<file path="src/rtl/tdm_demultiplexer.sv">
// TDM receiver: steers serial samples into per-slot shadow registers, publishes
// each complete frame as one parallel word, and tracks frame alignment.
module tdm_demultiplexer #(
    parameter  int WIDTH    = 1,
    parameter  int CHANNELS = 4,
    localparam int SEL_W    = $clog2(CHANNELS)
) (
    input  logic                      clk,
    input  logic                      rst_n,
    input  logic [WIDTH-1:0]          din,
    input  logic                      din_valid,
    input  logic                      frame_start,
    output logic [CHANNELS*WIDTH-1:0] dout,
    output logic                      dout_valid,
    output logic [SEL_W-1:0]          slot,
    output logic                      locked,
    output logic                      sync_err
);

    typedef enum logic {HUNT, LOCK} state_t;

    localparam logic [SEL_W-1:0] LAST_SLOT = SEL_W'(CHANNELS - 1);
    localparam logic [SEL_W-1:0] SLOT_ONE  = SEL_W'(1);

    state_t           state;
    logic [WIDTH-1:0] shadow [CHANNELS];
    logic             frame_done;

    always_ff @(posedge clk or negedge rst_n) begin
        if (!rst_n) begin
            state      <= HUNT;
            slot       <= '0;
            locked     <= 1'b0;
            sync_err   <= 1'b0;
            frame_done <= 1'b0;
            dout_valid <= 1'b0;
            dout       <= '0;
            for (int unsigned i = 0; i < CHANNELS; i++) begin
                shadow[i] <= '0;
            end
        end else begin
            sync_err   <= 1'b0;
            frame_done <= 1'b0;
            dout_valid <= frame_done;

            // Publish one edge after the last slot lands, so shadow already holds it.
            if (frame_done) begin
                for (int unsigned i = 0; i < CHANNELS; i++) begin
                    dout[i*WIDTH +: WIDTH] <= shadow[i];
                end
            end

            if (din_valid) begin
                case (state)
                    HUNT: begin
                        if (frame_start) begin
                            shadow[0] <= din;
                            slot      <= SLOT_ONE;
                            state     <= LOCK;
                            locked    <= 1'b1;
                        end
                    end
                    LOCK: begin
                        if (frame_start) begin
                            // Early start abandons the partial frame; it never completes.
                            if (slot != '0) begin
                                sync_err <= 1'b1;
                            end
                            shadow[0] <= din;
                            slot      <= SLOT_ONE;
                        end else if (slot == '0) begin
                            sync_err <= 1'b1;
                            slot     <= '0;
                            state    <= HUNT;
                            locked   <= 1'b0;
                        end else begin
                            shadow[slot] <= din;
                            slot         <= slot + 1'b1;
                            if (slot == LAST_SLOT) begin
                                frame_done <= 1'b1;
                            end
                        end
                    end
                    default: begin
                        state <= HUNT;
                    end
                endcase
            end
        end
    end

endmodule
</file>
<file path="config.mk">
export PLATFORM = sky130hd
export DESIGN_NAME = tdm_demultiplexer
export DESIGN_NICKNAME = d
export VERILOG_FILES = /design/src/rtl/tdm_demultiplexer.sv
export SDC_FILE = /design/constraint.sdc
export NUM_CORES = 1
export LEC_CHECK = 0
export CORE_UTILIZATION = 40
export CTS_CLUSTER_SIZE = 10
export DETAILED_ROUTE_END_ITERATION = 12
export REMOVE_ABC_BUFFERS = 1
export SETUP_SLACK_MARGIN = 0.5
export SLEW_MARGIN = 20
export SYNTH_ARGS = -nofsm -noshare
export SYNTH_HDL_FRONTEND = slang
export SYNTH_SLANG_ARGS = --single-unit
export TNS_END_PERCENT = 5
</file>
<file path="constraint.sdc">
create_clock -name clk -period 3.4 [get_ports clk]
set_input_delay 0.68 -clock clk [delete_from_list [all_inputs] [get_ports clk]]
set_output_delay 0.68 -clock clk [all_outputs]
set_load 0.01 [all_outputs]
</file>
==> results.py, run 1 <==
metrics = {
    "outcome": {
        "run_status": "complete, no violations",
    },
    "clock_network": {
        "clk_pin_slew_ns": 0.09,
        "tritoncts": "yes",
        "cts.sink_count": 15,
        "post_cts.repair.setup_buffers": 0,
        "clock_latency_ns": 0.27,
        "clk_path_buf_depth": 2,
        "hold_buffers": 0,
        "cts_root_buf": "clkbuf_4",
        "cts_made_buffers": 3,
        "cts-resized-gates": 0,
        "htreeDepth": 1,
    },
    "floorplan": {
        "initial_core_util": 0.440,
        "placeableCoreArea_mm2": 0.00154,
        "ioPinCount": 14,
        "die_area_mm2": 0.00186,
        "placementRows": 14,
        "chipWidth_um": 43.2,
        "die-height_um": 43.2,
    },
    "synth": {
        "ys_ff_latch": 15,
        "yosys.area.top_type": "dfrtp_1",
        "fraction_of_the_yosys_area_taken_by_sequential_cells": 0.554,
        "synth_top_cell_area_share": 0.554,
        "yosysWarnings": 0,
        "yosysUniqueCellTypes": 17,
        "mappedNetlistArea_um2": 678,
        "syn-instance-count": 53,
        "synth_top_cells_by_area": "dfrtp_1 (55%), ha_1 (13%), mux2_2 (8.3%)",
        "synthesis.area_per_instance_um2": 12.8,
    },
    "worst_setup_path": {
        "timing.critical_path.cells": "clkdlybuf4s50_1",
        "crit_path_max_incr_delay_ns": 0.57,
        "worst_reg2reg_path_length_in_cells": 6,
        "reg2reg_to": "shadow[0]$_DFFE_PN0P_",
        "worst-endpoint-arrival_ns": 1.28,
        "r2r_setup_slk_ns": 1.83,
        "critPathSlowestCell": "clkdlybuf4s50_1",
        "timing.critical_path.max_delay_family": "buffers and inverters",
        "path_max_fanout": 6,
        "reg2reg_from": "slot[1]$_DFFE_PN0P_",
        "critical_path.endpoint_type": "output pin",
        "cp.required_ns": 2.72,
        "critPathKind": "flop to output pin",
        "crit_buf_inv": 1,
        "critical_path.startpoint_type": "flop",
    },
    "power_and_ir_drop": {
        "power_report.internal_total_uw": 416,
        "power_frac_clock": 0.163,
        "p_leak_nw": 0.403,
        "totalPowerFinal_uw": 605,
        "comb_power_share": 0.367,
        "powerDensity_mw_per_mm2": 706,
        "net-switching-power_uw": 189,
        "vdd_drop_max_mv": 0.356,
        "power.share.sequential": 0.470,
        "power.share.switching": 0.312,
    },
    "sta": {
        "fin_max_slew_vios": 0,
        "totalNegativeSetupSlack_ns": 0,
        "clock.fmax_ghz": 0.510,
        "finalClockSkew_ns": 0.00113,
        "grt_setup_unrepaired": "false",
        "post-route-min-period_ns": 1.96,
        "timing.slew.headroom": 0.566,
        "final_min_period_over_clock_period": 0.577,
        "final-hold-violation-count": 0,
        "worst_hold_check_slack_ns": 0.498,
        "setup_violations": 0,
        "timing.final.ws_setup_ns": 1.44,
        "tightest_slew_ns": 0.649,
    },
    "min_path": {
        "worst_hold_path.endpoint": "shadow[0]$_DFFE_PN0P_",
        "worstHoldPathType": "flop to flop",
        "worst_hold_launch": "shadow[0]$_DFFE_PN0P_",
        "worstHoldPathCells": 1,
    },
    "final_layout": {
        "final.fill_count": 143,
        "finish.instance_area_um2": 856,
        "drive_above_1_share": 0.171,
        "area.growth.synth_to_final_pct": 26.2,
        "design.final.nets": 83,
        "antennaDiodeCount": 0,
    },
    "grt": {
        "pin_count_of_the_biggest_net_entering_global_routing": 16,
        "grt_pass1_wl_um": 1840,
        "track_usage": 0.139,
        "first_global_vias": 411,
        "initial_antenna_violation_count": 0,
        "grt_overflow_total": 0,
    },
    "route": {
        "vias": 444,
        "detailedRoute.firstPassIterationCount": 2,
        "totalWireLength_um": 1030,
        "drt-wirelength-per-cell_um": 12.0,
        "ratio_of_routed_vias_to_standard_cells": 5.16,
        "iter_0_drt_violations": 6,
        "route.detailed.drc": 0,
        "postRouteAntennaNets": 0,
    },
    "placement": {
        "place_area_um2": 828,
        "detailedPlace.worstSlack_ns": 1.28,
        "numPortBuffers": 13,
        "routability_driven_placement_congestion_ratio": 0.691,
        "place_hpwl_um": 761,
    },
    "run": {
        "cap_violations": 0,
    },
}
[synthesized netlist by cell type]
library cell,instances
dfrtp_1,15
ha_1,7
mux2_2,5
inv_1,4
mux2_1,3
nand2_1,3
nand3_1,3
a21oi_1,2
and3_2,2
o21ai_0,2
a21o_1,1
a2bb2oi_1,1
a31oi_1,1
and2_4,1
nand3b_1,1
nor2_1,1
o22ai_1,1
[through the flow]
stage | std cells | utilization
detailed placement | 82 | 0.537
global placement | 82 | 0.537
global route | 86 | 0.555
finish | 86 | 0.555
CTS | 86 | 0.555
floorplan | 53 | -
[layout by cell type, fill, tap and decap left out]
master / netlist / routed
dfrtp_1: 15 / 15
clkdlybuf4s50_1: 0 / 13
ha_1: 7 / 7
mux2_2: 5 / 5
inv_1: 4 / 4
nand3_1: 3 / 3
mux2_1: 3 / 3
nand2_1: 3 / 3
clkbuf_4: 0 / 3
and3_2: 2 / 2
o21ai_0: 2 / 2
a21oi_1: 2 / 2
and2_4: 1 / 1
nand3b_1: 1 / 1
nor2_1: 1 / 1
a31oi_1: 1 / 1
a2bb2oi_1: 1 / 1
o22ai_1: 1 / 1
a21o_1: 1 / 1
clkinv_2: 0 / 1
[how the worst max path moves through the flow]
stage | startpoint | to | slack [ns] | depth (start not counted)
after floorplan | slot[1]$_DFFE_PN0P_ | shadow[0]$_DFFE_PN0P_ | 1.91 | 6
after CTS | slot[0]$_DFFE_PN0P_ | slot[0] | 1.42 | 1
final | slot[0]$_DFFE_PN0P_ | slot[0] | 1.44 | 1
after global placement | frame_start | shadow[0]$_DFFE_PN0P_ | 1.31 | 5
after detailed placement | frame_start | shadow[0]$_DFFE_PN0P_ | 1.28 | 5
after global routing | slot[0]$_DFFE_PN0P_ | slot[0] | 1.37 | 1
[area by class of cell]
cell class,count,area (um^2),share of cell area
tap,16,20.0,0.0234
sequential,15,375,0.439
clock inverter,1,5.00,0.00585
clock buffer,3,22.5,0.0263
timing repair buffer,13,130,0.152
multi-input combinational,34,288,0.336
inverter,4,15.0,0.0175
[cell families (layout without fill, tap and decap cells)]
group	Yosys count	count (layout)	synth area share
flops	15	15	0.554
fa+ha+maj	7	7	0.129
simple gates	11	11	0.0904
mux	8	8	0.133
buf+inv	4	21	0.0221
compound gates	8	8	0.0720
[state kept, by name, summed over array words and instances, names as in the netlist]
| register | cells |
|---|---|
| sync_err | 1 |
| state | 1 |
| frame_done | 1 |
| locked | 1 |
| dout_valid | 1 |
| slot | 2 |
| shadow | 4 |
| dout | 4 |
[power groups by stage]
stage / clock network [mW] / logic [mW] / registers (mW)
after detailed placement: 0 / 0.223 / 0.289
after global routing: 0.113 / 0.244 / 0.294
after CTS: 0.103 / 0.225 / 0.285
after global placement: 0 / 0.222 / 0.287
final: 0.0987 / 0.222 / 0.284
after floorplan: 0 / 0.107 / 0.297
[layer usage]
layer	track usage	vias to the layer above	wire length (um)
li1	-	219	-
met1	0.169	213	511
met2	0.212	10	468
met3	0.0383	2	35
met4	0.0909	0	12
met5	0	-	0
No activity file was read; power rests on OpenSTA's default activity.
==> run 2: changes to the inputs <==
--- a/config.mk
+++ b/config.mk
@@ -8,6 +8,7 @@
 export CORE_UTILIZATION = 40
 export CTS_CLUSTER_SIZE = 10
 export DETAILED_ROUTE_END_ITERATION = 12
+export PLACE_DENSITY = 0.67
 export REMOVE_ABC_BUFFERS = 1
 export SETUP_SLACK_MARGIN = 0.5
 export SLEW_MARGIN = 20
==> constraint.sdc (replaced) <==
create_clock -name clk -period 1.6 [get_ports clk]
set_input_delay 0.32 -clock clk [delete_from_list [all_inputs] [get_ports clk]]
set_output_delay 0.32 -clock clk [all_outputs]
set_load 0.01 [all_outputs]
==> results.py, run 2 (synthesis results as in run 1) <==
metrics = {
    "placement": {
        "numPortBuffers": 13,
        "routability_driven_placement_congestion_ratio": 0.735,
        "place_hpwl_um": 872,
    },
    "sta": {
        "final-hold-violation-count": 0,
        "setup_violations": 0,
        "finalClockSkew_ns": 0.00383,
        "grt_setup_unrepaired": "true",
        "fin_max_slew_vios": 0,
        "post-route-min-period_ns": 1.33,
        "totalNegativeSetupSlack_ns": 0,
        "clock.fmax_ghz": 0.754,
        "tightest_slew_ns": 0.212,
        "timing.slew.headroom": 0.859,
        "final_min_period_over_clock_period": 0.828,
    },
    "worst_setup_path": {
        "reg2reg_to": "shadow[2]$_DFFE_PN0P_",
        "path_max_fanout": 3,
        "cp.required_ns": 1.77,
        "cp-startpoint": "slot[0]$_DFFE_PN0P_",
        "r2r_setup_slk_ns": 0.27,
        "reg2reg_from": "slot[0]$_DFFE_PN0P_",
        "critical_path.startpoint_type": "flop",
        "worst-endpoint-arrival_ns": 1.50,
        "critical_path.endpoint_type": "flop",
        "critPathKind": "flop to flop",
        "worst_reg2reg_path_length_in_cells": 6,
    },
    "clock_network": {
        "cts_root_buf": "clkbuf_4",
        "htreeDepth": 1,
        "cts_made_buffers": 3,
        "cts.sink_count": 15,
        "clock_latency_ns": 0.28,
        "hold_buffers": 0,
        "clk_path_buf_depth": 2,
        "clk_pin_slew_ns": 0.09,
        "tritoncts": "yes",
    },
    "floorplan": {
        "initial_core_util": 0.440,
        "ioPinCount": 14,
        "chipWidth_um": 43.2,
        "die-height_um": 43.2,
        "die_area_mm2": 0.00186,
        "placeableCoreArea_mm2": 0.00154,
        "placementRows": 14,
    },
    "final_layout": {
        "layout.cells.most_common": "dfrtp_1",
        "largest_registers": "dout x4, shadow x4, slot x2",
        "finished_core_util": 0.627,
        "design.final.nets": 93,
        "drive_above_1_share": 0.425,
        "area.growth.synth_to_final_pct": 42.4,
        "layout_common_cells": "dfrtp_1 (15), buf_4 (9), dlygate4sd2_1 (7)",
        "antennaDiodeCount": 0,
    },
    "route": {
        "postRouteAntennaNets": 0,
        "iter_0_drt_violations": 7,
        "drt-wirelength-per-cell_um": 13.7,
        "detailedRoute.firstPassIterationCount": 2,
        "ratio_of_routed_vias_to_standard_cells": 5.22,
        "totalWireLength_um": 1310,
        "route.detailed.drc": 0,
        "vias": 501,
    },
    "grt": {
        "initial_antenna_violation_count": 0,
        "track_usage": 0.179,
        "first_global_vias": 533,
        "pin_count_of_the_biggest_net_entering_global_routing": 16,
        "grt_overflow_total": 0,
        "grt_pass1_wl_um": 2390,
    },
    "outcome": {
        "run_status": "complete, no violations",
    },
    "power_and_ir_drop": {
        "vdd_drop_max_mv": 0.825,
        "p_leak_nw": 0.483,
        "powerDensity_mw_per_mm2": 1500,
    },
    "run": {
        "cap_violations": 0,
    },
    "min_path": {
        "worstHoldPathType": "primary input to async pin",
    },
}
[run 2: cell types whose count changed in the layout (fill, tap and decap cells not counted), sizes merged]
cell / delta
clkinv: -1
dlygate4sd2: +7
clkdlybuf4s50: -9
clkbuf: +1
buf: +12
[run 2: per-stage QoR]
| stage | hold slack (ns) | total power [mW] | worst slack, ns | std cells | area, um^2 |
|---|---|---|---|---|---|
| 6_report | 0.350 | 1.45 | 0.274 | 96 | 966 |
| 5_1_grt | 0.375 | 1.56 | 0.243 | 96 | 966 |
| 4_1_cts | 0.356 | 1.43 | 0.318 | 96 | 966 |
| 3_5_place_dp | 0.487 | 1.13 | -0.0251 | 88 | 873 |
| 3_3_place_gp | 0.478 | 1.12 | -0.0143 | 88 | 873 |
| 2_1_floorplan | 0.0244 | 0.858 | 0.113 | 53 | 678 |
[run 2: per-layer routing]
metal	vias to the layer above	global-route usage	share of wire
met5	-	0	0
met4	0	0.0545	0.014
met3	2	0.0426	0.042
met2	13	0.307	0.51
met1	246	0.219	0.43
li1	240	-	-
[run 2: how the worst max path moves through the flow]
| stage | cells past startpoint | to |
|---|---|---|
| 2_1_floorplan | 6 | shadow[0]$_DFFE_PN0P_ |
| 6_report | 6 | shadow[2]$_DFFE_PN0P_ |
| 3_5_place_dp | 5 | shadow[0]$_DFFE_PN0P_ |
| 3_3_place_gp | 5 | shadow[0]$_DFFE_PN0P_ |
| 5_1_grt | 6 | shadow[2]$_DFFE_PN0P_ |
| 4_1_cts | 2 | slot[1] |
[run 2: critical path: stages, from the launching register on]
cell and delay, ns:
dfrtp_1 0.40, inv_2 0.09, ha_4 0.14, inv_2 0.04, ha_4 0.17, nand3_2 0.07, mux2_4 0.29
[run 2: final cells by class]
type / instances / area (um^2)
flip-flops and latches: 15 / 375
well taps: 16 / 20.0
inverters: 4 / 15.0
fillers: 130 / 576
clock buffers: 4 / 26.3
repair buffers: 23 / 190
multi-input cells: 34 / 339
[run 2: power by group]
group          switching [mW]  internal [mW]
registers              0.0787          0.508
logic                   0.279          0.374
clock network           0.117         0.0968
[run 2: timing repair]
action	CTS	global route
pin swaps	4	0
gates resized for setup	29	0
endpoints found under the setup margin	16	19
buffers inserted	4	0
